**src/rtl/pkt_producer_if.sv**
```systemverilog
// Producer-side FIFO write port: push strobe and data out, full flag back.
interface pkt_producer_if;
   logic        wfull;
   logic        wpush;
   logic [15:0] wdata;

   modport master (input wfull, output wpush, output wdata);
   modport slave  (output wfull, input wpush, input wdata);
endinterface

```
**src/rtl/pkt_producer.sv**
```systemverilog
// Frame producer: pushes header {HDR_TAG,len}, len incrementing payload words
// starting at seed, then a 16-bit wrapping checksum of header and payload.
module pkt_producer #(
   parameter logic [7:0] HDR_TAG = 8'hA5
) (
   input  logic                wclk,
   input  logic                wrst_n,
   input  logic                start,
   input  logic [7:0]          len,
   input  logic [15:0]         seed,
   pkt_producer_if.master      fifo,
   output logic                busy,
   output logic                done
);

   localparam int unsigned LEN_W  = 8;
   localparam int unsigned DATA_W = 16;

   typedef enum logic [1:0] {
      IDLE = 2'd0,
      HDR  = 2'd1,
      PAY  = 2'd2,
      SUM  = 2'd3
   } state_t;

   state_t              state;
   logic [LEN_W-1:0]    len_q;
   logic [DATA_W-1:0]   seed_q;
   logic [LEN_W-1:0]    cnt;
   logic [DATA_W-1:0]   acc;
   logic [DATA_W-1:0]   wdata_q;
   logic                xfer;
   logic [DATA_W-1:0]   acc_nxt;

   // A word moves whenever a frame is active and the FIFO has room.
   assign xfer       = (state != IDLE) && !fifo.wfull;
   assign fifo.wpush = xfer;
   assign fifo.wdata = wdata_q;
   assign acc_nxt    = acc + wdata_q;

   // wdata is preloaded one step ahead so it is stable while stalled.
   always_ff @(posedge wclk or negedge wrst_n) begin
      if (!wrst_n) begin
         state   <= IDLE;
         len_q   <= '0;
         seed_q  <= '0;
         cnt     <= '0;
         acc     <= '0;
         wdata_q <= '0;
         busy    <= 1'b0;
         done    <= 1'b0;
      end else begin
         done <= 1'b0;
         case (state)
            IDLE: begin
               if (start) begin
                  len_q   <= len;
                  seed_q  <= seed;
                  cnt     <= '0;
                  acc     <= '0;
                  wdata_q <= {HDR_TAG, len};
                  busy    <= 1'b1;
                  state   <= HDR;
               end
            end
            HDR: begin
               if (xfer) begin
                  acc <= acc_nxt;
                  if (len_q != '0) begin
                     wdata_q <= seed_q;
                     cnt     <= '0;
                     state   <= PAY;
                  end else begin
                     wdata_q <= acc_nxt;
                     state   <= SUM;
                  end
               end
            end
            PAY: begin
               if (xfer) begin
                  acc <= acc_nxt;
                  if (cnt == len_q - LEN_W'(1)) begin
                     wdata_q <= acc_nxt;
                     state   <= SUM;
                  end else begin
                     cnt     <= cnt + LEN_W'(1);
                     wdata_q <= wdata_q + DATA_W'(1);
                  end
               end
            end
            SUM: begin
               if (xfer) begin
                  busy  <= 1'b0;
                  done  <= 1'b1;
                  state <= IDLE;
               end
            end
            default: state <= IDLE;
         endcase
      end
   end

endmodule

```
**src/flat_wrapper.sv**
```systemverilog
// flat-port wrapper written by rule: the top's interface ports become plain ports
module pkt_producer_flat 
#(
   parameter logic [7:0] HDR_TAG = 8'hA5
)
  (wclk, wrst_n, start, len, seed, busy, done, fifo_wfull, fifo_wpush, fifo_wdata);
  pkt_producer_if fifo_i ();
  input  logic wclk;
  input  logic wrst_n;
  input  logic start;
  input  logic [7:0] len;
  input  logic [15:0] seed;
  output logic busy;
  output logic done;
  input wire logic [$bits(fifo_i.wfull)-1:0] fifo_wfull;
  output wire logic [$bits(fifo_i.wpush)-1:0] fifo_wpush;
  output wire logic [$bits(fifo_i.wdata)-1:0] fifo_wdata;
  assign fifo_i.wfull = fifo_wfull;
  assign fifo_wpush = fifo_i.wpush;
  assign fifo_wdata = fifo_i.wdata;
  pkt_producer #(.HDR_TAG(HDR_TAG)) u_core (.wclk(wclk), .wrst_n(wrst_n), .start(start), .len(len), .seed(seed), .fifo(fifo_i), .busy(busy), .done(done));
endmodule
```
**config.mk**
```make
export PLATFORM = sky130hd
export DESIGN_NAME = pkt_producer_flat
export DESIGN_NICKNAME = d
export VERILOG_FILES = /design/src/rtl/pkt_producer_if.sv /design/src/rtl/pkt_producer.sv /design/src/flat_wrapper.sv
export SDC_FILE = /design/constraint.sdc
export NUM_CORES = 1
export LEC_CHECK = 0
export ABC_CLOCK_PERIOD_IN_PS = 4300
export BUFFER_PORTS_ARGS = -buffer_cell sky130_fd_sc_hd__buf_2
export CORE_MARGIN = 1.5
export CORE_UTILIZATION = 35
export CTS_CLUSTER_SIZE = 28
export DETAILED_ROUTE_END_ITERATION = 16
export GPL_ROUTABILITY_DRIVEN = 0
export SLEW_MARGIN = 20
export SYNTH_ARGS = -nofsm -noshare
export SYNTH_HDL_FRONTEND = slang
export SYNTH_SLANG_ARGS = --single-unit
```
**constraint.sdc**
```tcl
create_clock -name wclk -period 4.3 [get_ports wclk]
set_input_delay 0.43 -clock wclk [delete_from_list [all_inputs] [get_ports wclk]]
set_output_delay 0.43 -clock wclk [all_outputs]
set_load 0.05 [all_outputs]
```
Yosys cells after proc, flatten, opt, wreduce, memory -nomap -nowiden. Index checks and enable logic that the tools add are counted.

Equality and inequality tests: 12. Muxes and demuxes: 27. Add/subtract/negate cells: 4. Reductions and logical operators: 15.

Operator list (number): $mux W16 (7); $pmux W16 S3 (1); $mux W8 (5); $pmux W16 S2 (1); $pmux W8 S3 (1); $add A16 B1 Y16 const B (1); $add A16 B16 Y16 (1); $mux W2 (5); $ne A2 B2 Y1 const B (5); $add A8 B1 Y8 const B (1); $eq A8 B8 Y1 (1); $pmux W2 S4 (1); $reduce_bool A8 Y1 (1); $sub A8 B1 Y8 const B (1); $ne A2 B1 Y1 const B (3); $reduce_and A3 Y1 (2); $reduce_and A6 Y1 (1); $reduce_bool A2 Y1 (3); $mux W1 (5); $reduce_and A5 Y1 (1); $eq A2 B2 Y1 const B (2); $reduce_and A4 Y1 (1); $reduce_bool A3 Y1 (1); $eq A2 B1 Y1 const B (1); other kinds (6) (6).

Register bits after elaboration: 68.

Logic depth before layout (Yosys ltp). Gate-level depths: netlist of run 1.

Word-level depth: 5. Mapped depth: 11. Depth with buffers taken out: 10.

Worst setup path before layout of run 1. Ideal clock, no wire load.

Kind: register to register. From: register u_core.state[0]. To: register u_core.cnt[5]. Arrival time: 2.810 ns. Stages on the path, launching flop included: 11. Path buffers: 1. Period minus slack after synthesis: 2.952 ns. Setup slack: 1.348 ns. Path through: dfrtp_1 > inv_1 > ha_1 > clkbuf_1 > nor2_1 > a2bb2oi_1 > nor2_1 > nand2_1 > nor4_1 > xnor2_1 > nor2_1.

Word-level cells in the longest chain between the ends: 4.

Ends and longest elaborated chain: start, declared (line pkt_producer.sv:26) `state_t state;`; start signal, assigned (line pkt_producer.sv:44) `state <= IDLE;`; start signal, assigned (line pkt_producer.sv:63) `state <= HDR;`; start signal, assigned (line pkt_producer.sv:72) `state <= PAY;`; $reduce_bool A2 Y1 * (line pkt_producer.sv:36) `assign xfer = (state != IDLE) && !fifo.wfull;`; $logic_and A1 B1 Y1 * (line pkt_producer.sv:36); named net fifo_wpush (line flat_wrapper.sv:16) `output wire logic [$bits(fifo_i.wpush)-1:0] fifo_wpush;`; $ne A2 B2 Y1 (no line); $reduce_and A6 Y1 (no line) *; end signal, assigned (line pkt_producer.sv:86) `cnt <= cnt + LEN_W'(1);`; end, declared (line pkt_producer.sv:29) `logic [LEN_W-1:0] cnt;`.

Mark *: on every way through the listed nets, which the timed path passes. The rest lies on a longest branch. A chain may end at the register's enable or synchronous reset.

Final worst setup path of run 1.
From: register u_core.len_q[0]. To: register u_core.wdata_q[2] (netlist: u_core.fifo.wdata[2]).

Word-level cells in the longest chain between the ends: 5.

Ends and longest elaborated chain: start, declared (line pkt_producer.sv:27) `logic [LEN_W-1:0] len_q;`; start signal, assigned (line pkt_producer.sv:57) `len_q <= len;`; $sub A8 B1 Y8 (line pkt_producer.sv:82) `if (cnt == len_q - LEN_W'(1)) begin`; $eq A8 B8 Y1 (line pkt_producer.sv:82); $mux W16 (line pkt_producer.sv:82); $mux W16 (line pkt_producer.sv:80) `if (xfer) begin`; $pmux W16 S3 * (line pkt_producer.sv:54) `case (state)`; end signal, assigned (line pkt_producer.sv:61) `wdata_q <= {HDR_TAG, len};`; end signal, assigned (line pkt_producer.sv:83) `wdata_q <= acc_nxt;`; end signal, assigned (line pkt_producer.sv:87) `wdata_q <= wdata_q + DATA_W'(1);`; end, declared (line pkt_producer.sv:31) `logic [DATA_W-1:0] wdata_q;`.

Mark *: on every way between the ends. The rest lies on a longest branch, timed or not. The select of a mux whose other input is x is not followed.

==> results of run 1 <==
-- placed cells by master (no fill, tap or decap), drive strengths merged, types with 5 or more instances in the layout --
master / count
a211oi: 12
a21oi: 18
a221oi: 11
a22o: 9
and3: 5
buf: 53
clkbuf: 12
dfrtp: 68
ha: 23
inv: 14
mux2: 26
nand2: 41
nand2b: 5
nand3: 8
nand4: 8
nor2: 41
nor3: 19
nor4: 5
o21a: 8
o21ai: 25
xnor2: 23
xor2: 13
-- metal layers --
metal  vias to the layer above  GRT usage, %
met4                         0          8.33
li1                       1777             -
met5                         -             0
met1                      1810          24.4
met3                        25          4.34
met2                       131          30.1
-- area by class of cell --
cell class | count | area, sq um
inverters | 14 | 52.6
fillers | 1258 | 6990
flip-flops and latches | 68 | 1700
clock inverters | 4 | 70.1
well taps | 168 | 210
repair buffers | 53 | 283
multi-input cells | 357 | 2540
clock buffers | 12 | 267
-- worst paths after layout --
kind                                                    end  depth (start not counted)                         from  slack, ns
hold / removal                        u_core.done$_DFF_PN0_                          1                       wrst_n       0.21
setup reg to reg           u_core.fifo.wdata[2]$_DFFE_PN0P_                         10  u_core.len_q[0]$_DFFE_PN0P_       1.50
setup / recovery           u_core.fifo.wdata[2]$_DFFE_PN0P_                         10  u_core.len_q[0]$_DFFE_PN0P_       1.50
min in group wclk             u_core.seed_q[12]$_DFFE_PN0P_                          2                     seed[12]       0.32
max in group asynchronous       u_core.state[0]$_DFFE_PN0P_                          2                       wrst_n       3.11
hold reg to reg                  u_core.acc[12]$_DFFE_PN0P_                          2   u_core.acc[12]$_DFFE_PN0P_       0.49
-- sequential cells by signal (all words and copies together) (netlist names) --
signal	count
u_core.busy	1
u_core.state	2
u_core.acc	16
u_core.seed_q	16
u_core.cnt	8
u_core.len_q	8
u_core.fifo.wdata	16
u_core.done	1
-- logic make-up after synthesis --
family          after synthesis
simple gates                151
compound gates              118
flops                        68
xor+xnor                     36
buf+inv                      30
mux                          28
fa+ha+maj                    24
-- worst register-to-register path, cell delays in order, from the launching register on --
cell and delay [ns]:
dfrtp_1 0.46, inv_1 0.10, ha_1 0.29, xnor2_1 0.16, and4b_1 0.19, a41oi_1 0.33
nand2_1 0.13, a21boi_2 0.43, buf_4 0.29, a221oi_1 0.10, a211oi_1 0.23
-- synth_stat cells, types with 9 or more instances --
master,count
a211oi_1,11
a21oi_1,18
a221oi_1,11
a22o_1,9
clkbuf_1,12
dfrtp_1,68
ha_1,23
inv_1,14
mux2_2,25
nand2_1,41
nor2_1,40
nor3_1,19
o21ai_0,25
xnor2_1,23
xor2_1,13
-- power breakdown --
part	internal, mW	switching [mW]
clock	0.553	0.276
combinational	1.08	1.72
sequential	0.937	0.351
total	2.57	2.34
==> impl_metrics.env, run 1 <==
export IMPL_synthSimpleGateAreaFrac_pct=17.2
export IMPL_core_area_sq_um=12100
export IMPL_crit_chain="inv_1, ha_1, xnor2_1, and4b_1, a41oi_1, nand2_1, a21boi_2, buf_4, a221oi_1, a211oi_1"
export IMPL_chipHeight_um=115
export IMPL_drive_above_1_share_pct=20.9
export IMPL_cp_max_fo=11
export IMPL_critPathMaxStageDelay_ns=0.46
export IMPL_num_rows=40
export IMPL_synth_top_family_by_area="compound AO/OA/AOI/OAI gates"
export IMPL_via_count=3743
export IMPL_pre_cts_ws_ns=1.57
export IMPL_root_buffer="clkbuf_16"
export IMPL_n_antenna_cell=0
export IMPL_design_area_sq_um=5120
export IMPL_synth_area_per_cell_sq_um=9.59
export IMPL_synthMuxAreaShare_pct=7.17
export IMPL_powerDensity_nw_per_um2=958
export IMPL_hold_class="input port to asynchronous set/reset pin"
export IMPL_area_growth_pct=17.4
export IMPL_ys_ff_latch=68
export IMPL_clockBufferDepth=2
export IMPL_h_tree_depth=3
export IMPL_numClockSinks=68
export IMPL_skew_ns=0.0104
export IMPL_synth_top_area_cell="dfrtp_1"
export IMPL_synth_adder_area_share_pct=7.05
export IMPL_rsz0062_at_grt="no"
export IMPL_yosysTopAreaCellShare_pct=39.0
export IMPL_syn_area_sq_um=4360
export IMPL_cpMaxStageDelayCell="dfrtp_1"
export IMPL_io_pins=47
export IMPL_cp_end_kind="register"
export IMPL_hold_buffers=0
export IMPL_hpwl_um=8600
export IMPL_synth_cells=455
export IMPL_ant_nets=0
export IMPL_cts_made_buffers=9
export IMPL_leakagePower_nw=2.24
export IMPL_fin_nets=555
export IMPL_post_drt_wl_per_cell_um=17.3
export IMPL_seq_area_frac_synth_pct=39.0
export IMPL_critPathKind="register to register"
export IMPL_finalSetupViolCount=0
export IMPL_crit_buf_inv=2
export IMPL_dr_wl_met2_um=5350
export IMPL_irDropWorstVdd_mv=0.389
export IMPL_finalCriticalPeriod_ns=2.80
export IMPL_netlist_top_cells_area="dfrtp_1 (39%), ha_1 (6.6%), mux2_2 (6.5%)"
export IMPL_route_top_layer_used="met4"
export IMPL_grt_overflow=0
export IMPL_start_util_pct=36.0
export IMPL_setup_slack_ns=1.50
export IMPL_cp_start_kind="register"
export IMPL_clk_latency_ns=0.34
export IMPL_postPlaceCellArea_sq_um=4790
export IMPL_viasPerCell=5.54
export IMPL_stdcell_count=676
export IMPL_dp_cells=660
export IMPL_synth_xor_area_share_pct=7.22
export IMPL_final_max_slew_violation_count=0
export IMPL_cts_resized=0
export IMPL_track_usage_pct=18.8
export IMPL_worst_slew_pin_slew_ns=0.869
export IMPL_cp_data_arrival_time_ns=3.04
export IMPL_drc=0
export IMPL_yosys_warnings=0
export IMPL_cpLargestDelayFamily="compound AO/OA/AOI/OAI gates"
export IMPL_die_w_um=115
export IMPL_cp_data_required_time_ns=4.54
export IMPL_dieArea_sq_um=13100
export IMPL_synth_top_flop_cell="dfrtp_1"
export IMPL_tns_ns=0
export IMPL_power_total_mw=4.91
export IMPL_dr_pass1_iters=4
export IMPL_first_global_vias=3750
export IMPL_clk_pin_slew_ns=0.06
export IMPL_period_share_pct=65.0
export IMPL_worst_hold_slack_ns=0.209
export IMPL_synth_edf_count=0
export IMPL_wl_um=11700
export IMPL_cts_tree="built"
export IMPL_io_buffers=46
export IMPL_drtIter0Drc=203
export IMPL_async_flop_share_pct=100
export IMPL_final_core_util_pct=42.3
export IMPL_postCtsSetupBuffers=0
export IMPL_relSlewSlack_pct=42.0
export IMPL_synth_compound_gate_area_share_pct=19.6
export IMPL_fmax_mhz=358
export IMPL_wl_met3_um=763
export IMPL_antenna_found_initial=0
export IMPL_wl_met1_um=5270
export IMPL_finalHoldViolations=0
export IMPL_yosysUniqueCellTypes=68
export IMPL_grt_max_degree=36
export IMPL_grt_pass1_wl_um=19100
export IMPL_cap_violations=0
export IMPL_synth_nets=507
export IMPL_status="finished, final reports clean"
No activity file was read; power rests on OpenSTA's default activity.
==> inputs of run 2 (changes only) <==
Settings changed: ABC_CLOCK_PERIOD_IN_PS 4300 to 2600.
Clock period 4.3 ns to 2.6 ns, I/O delays scaled along.
==> run 2 against run 1 <==
  * Non-clock buffer count rose by 25
  * Cell count rose by 3.7%
  * Clock skew fell by 0.0032 ns
  * Largest power group unchanged
  * Sequential power rose by 54%
  * Critical endpoint is now u_core.fifo.wdata[12]$_DFFE_PN0P_
  * Wire length rose by 3.7%
  * Highest routed layer unchanged
  * Fmax rose by 13%
  * Count of clock-buffer cells in the layout rose by 2
  * Combinational power rose by 86%
  * Global-route usage rose by 1.2 points
  * Register-to-register slack got worse by 1.4 ns
  * First-iteration DRC count rose by 6.4%
  * Largest cell class unchanged
==> impl_metrics.env, run 2 (synthesis gave the netlist of run 1 again) <==
export IMPL_via_count=3831
export IMPL_rsz0062_at_grt="no"
export IMPL_cap_violations=0
export IMPL_p_sw_mw=4.00
export IMPL_viasPerCell=5.47
export IMPL_cts_tree="built"
export IMPL_p_int_mw=4.30
export IMPL_drive_above_1_share_pct=25.3
export IMPL_first_global_vias=3958
export IMPL_num_rows=40
export IMPL_h_tree_depth=3
export IMPL_leakagePower_nw=2.32
export IMPL_n_antenna_cell=0
export IMPL_irDropWorstVdd_mv=0.658
export IMPL_die_w_um=115
export IMPL_power_frac_seq_pct=23.9
export IMPL_finalCriticalPeriod_ns=2.48
export IMPL_crit_path_start="u_core.fifo.wdata[0]$_DFFE_PN0P_"
export IMPL_drc=0
export IMPL_skew_ns=0.00716
export IMPL_start_util_pct=36.0
export IMPL_whs_endpoint="u_core.seed_q[0]$_DFFE_PN0P_"
export IMPL_worst_slew_pin_slew_ns=0.537
export IMPL_antenna_found_initial=0
export IMPL_cpLargestDelayFamily="compound AO/OA/AOI/OAI gates"
export IMPL_final_common_cell="dfrtp_1"
export IMPL_status="finished, final reports clean"
export IMPL_io_pins=47
export IMPL_hold_depth=2
export IMPL_pre_cts_ws_ns=0.0353
export IMPL_chipHeight_um=115
export IMPL_pwr_share_clk_pct=13.6
export IMPL_root_buffer="clkbuf_16"
export IMPL_timing_rr_end="u_core.fifo.wdata[12]$_DFFE_PN0P_"
export IMPL_cp_data_arrival_time_ns=2.73
export IMPL_dr_pass1_iters=5
export IMPL_fmax_mhz=404
export IMPL_grt_overflow=0
export IMPL_fillers=1243
export IMPL_cpMaxStageDelayCell="fa_1"
export IMPL_hold_class="input port to register"
export IMPL_r2r_start="u_core.fifo.wdata[0]$_DFFE_PN0P_"
export IMPL_hpwl_um=8920
export IMPL_track_usage_pct=20.1
export IMPL_cp_end_kind="register"
export IMPL_cp_start_kind="register"
export IMPL_rr_worst_depth=10
export IMPL_power_frac_comb_pct=62.5
export IMPL_cp_max_fo=4
export IMPL_numClockSinks=68
export IMPL_critPathKind="register to register"
export IMPL_clk_pin_slew_ns=0.06
export IMPL_crit_chain="ha_2, inv_1, fa_1, nor2b_1, o31a_1, o22ai_4, buf_4, o311a_1, o31a_2, o21ai_0"
export IMPL_grt_max_degree=48
export IMPL_post_drt_wl_per_cell_um=17.4
export IMPL_tns_ns=0
export IMPL_wl_um=12200
export IMPL_dieArea_sq_um=13100
export IMPL_period_share_pct=95.2
export IMPL_clockBufferDepth=2
export IMPL_powerDensity_nw_per_um2=1560
export IMPL_clk_latency_ns=0.34
export IMPL_cts_made_buffers=9
export IMPL_fin_nets=580
export IMPL_final_cell_mix="dfrtp_1 (65), buf_2 (46), nand2_1 (41)"
export IMPL_cp_data_required_time_ns=2.85
export IMPL_holdCritStartpoint="seed[0]"
export IMPL_crit_buf_inv=2
export IMPL_drtIter0Drc=216
export IMPL_finalHoldViolations=0
export IMPL_rrSetupSlack_ns=0.12
export IMPL_worst_hold_slack_ns=0.146
export IMPL_core_area_sq_um=12100
export IMPL_relSlewSlack_pct=64.2
export IMPL_finalSetupViolCount=0
export IMPL_critPathMaxStageDelay_ns=0.40
export IMPL_sw_frac_of_total_pct=48.2
export IMPL_ant_nets=0
export IMPL_final_max_slew_violation_count=0
export IMPL_setup_slack_ns=0.124
export IMPL_io_buffers=46
export IMPL_area_growth_pct=21.6
export IMPL_grt_pass1_wl_um=20000
run 2: through the flow:
| step | utilization [%] | power, mW | cell area (sq um) | instances |
|---|---|---|---|---|
| floorplan | - | 5.48 | 4370 | 455 |
| global placement | 41.1 | 6.95 | 4970 | 680 |
| detailed placement | 41.1 | 7.06 | 4970 | 680 |
| CTS | 43.3 | 8.22 | 5250 | 697 |
| global route | 43.8 | 8.95 | 5310 | 701 |
| finish | 43.8 | 8.30 | 5310 | 701 |
run 2: repair_timing:
item / in CTS / in global routing
setup endpoints to repair: 0 / 14
setup buffers: 0 / 4
hold buffers: 1 / 0
hold endpoints to repair: 21 / 0
resized for setup: 0 / 7
run 2: worst max path at each step:
stage	to	slack (ns)	cells past startpoint
5_1_grt	u_core.fifo.wdata[12]$_DFFE_PN0P_	0.01	10
4_1_cts	u_core.cnt[0]$_DFFE_PN0P_	0.02	8
3_3_place_gp	u_core.cnt[0]$_DFFE_PN0P_	0.13	8
6_report	u_core.fifo.wdata[12]$_DFFE_PN0P_	0.12	10
3_5_place_dp	u_core.cnt[0]$_DFFE_PN0P_	0.04	8
2_1_floorplan	u_core.fifo.wdata[14]$_DFFE_PN0P_	0.06	8
run 2: power groups by stage:
stage               clock [mW]  combinational, mW  sequential, mW
CTS                       1.15               5.09            1.98
detailed placement           0               5.07            1.99
finish                    1.13               5.19            1.99
floorplan                    0               3.08            2.41
global route              1.21               5.69            2.05
global placement             0               4.98            1.98
run 2: area by class of cell:
type / count / area (sq um) / area share [%]
well taps: 168 / 210 / 3.96
clock inverters: 2 / 10.0 / 0.189
inverters: 14 / 52.6 / 0.990
flip-flops and latches: 68 / 1710 / 32.1
clock buffers: 14 / 254 / 4.79
repair buffers: 78 / 498 / 9.38
multi-input cells: 357 / 2580 / 48.6
run 2: worst reg2reg max path, delay by kind of cell, from the launching register on:
family	cells	cell delay, ns
simple gates	1	0.15
buf+inv	2	0.21
fa+ha+maj	2	0.60
compound gates	5	1.06
flops	1	0.36
run 2: routing by layer:
metal  vias to the layer above  share of wire, %  track usage, %
met1                      1832                44            25.4
li1                       1831                 -               -
met3                        28               6.2            5.88
met5                         -                 0               0
met4                         0               3.1            9.25
met2                       140                46            31.6
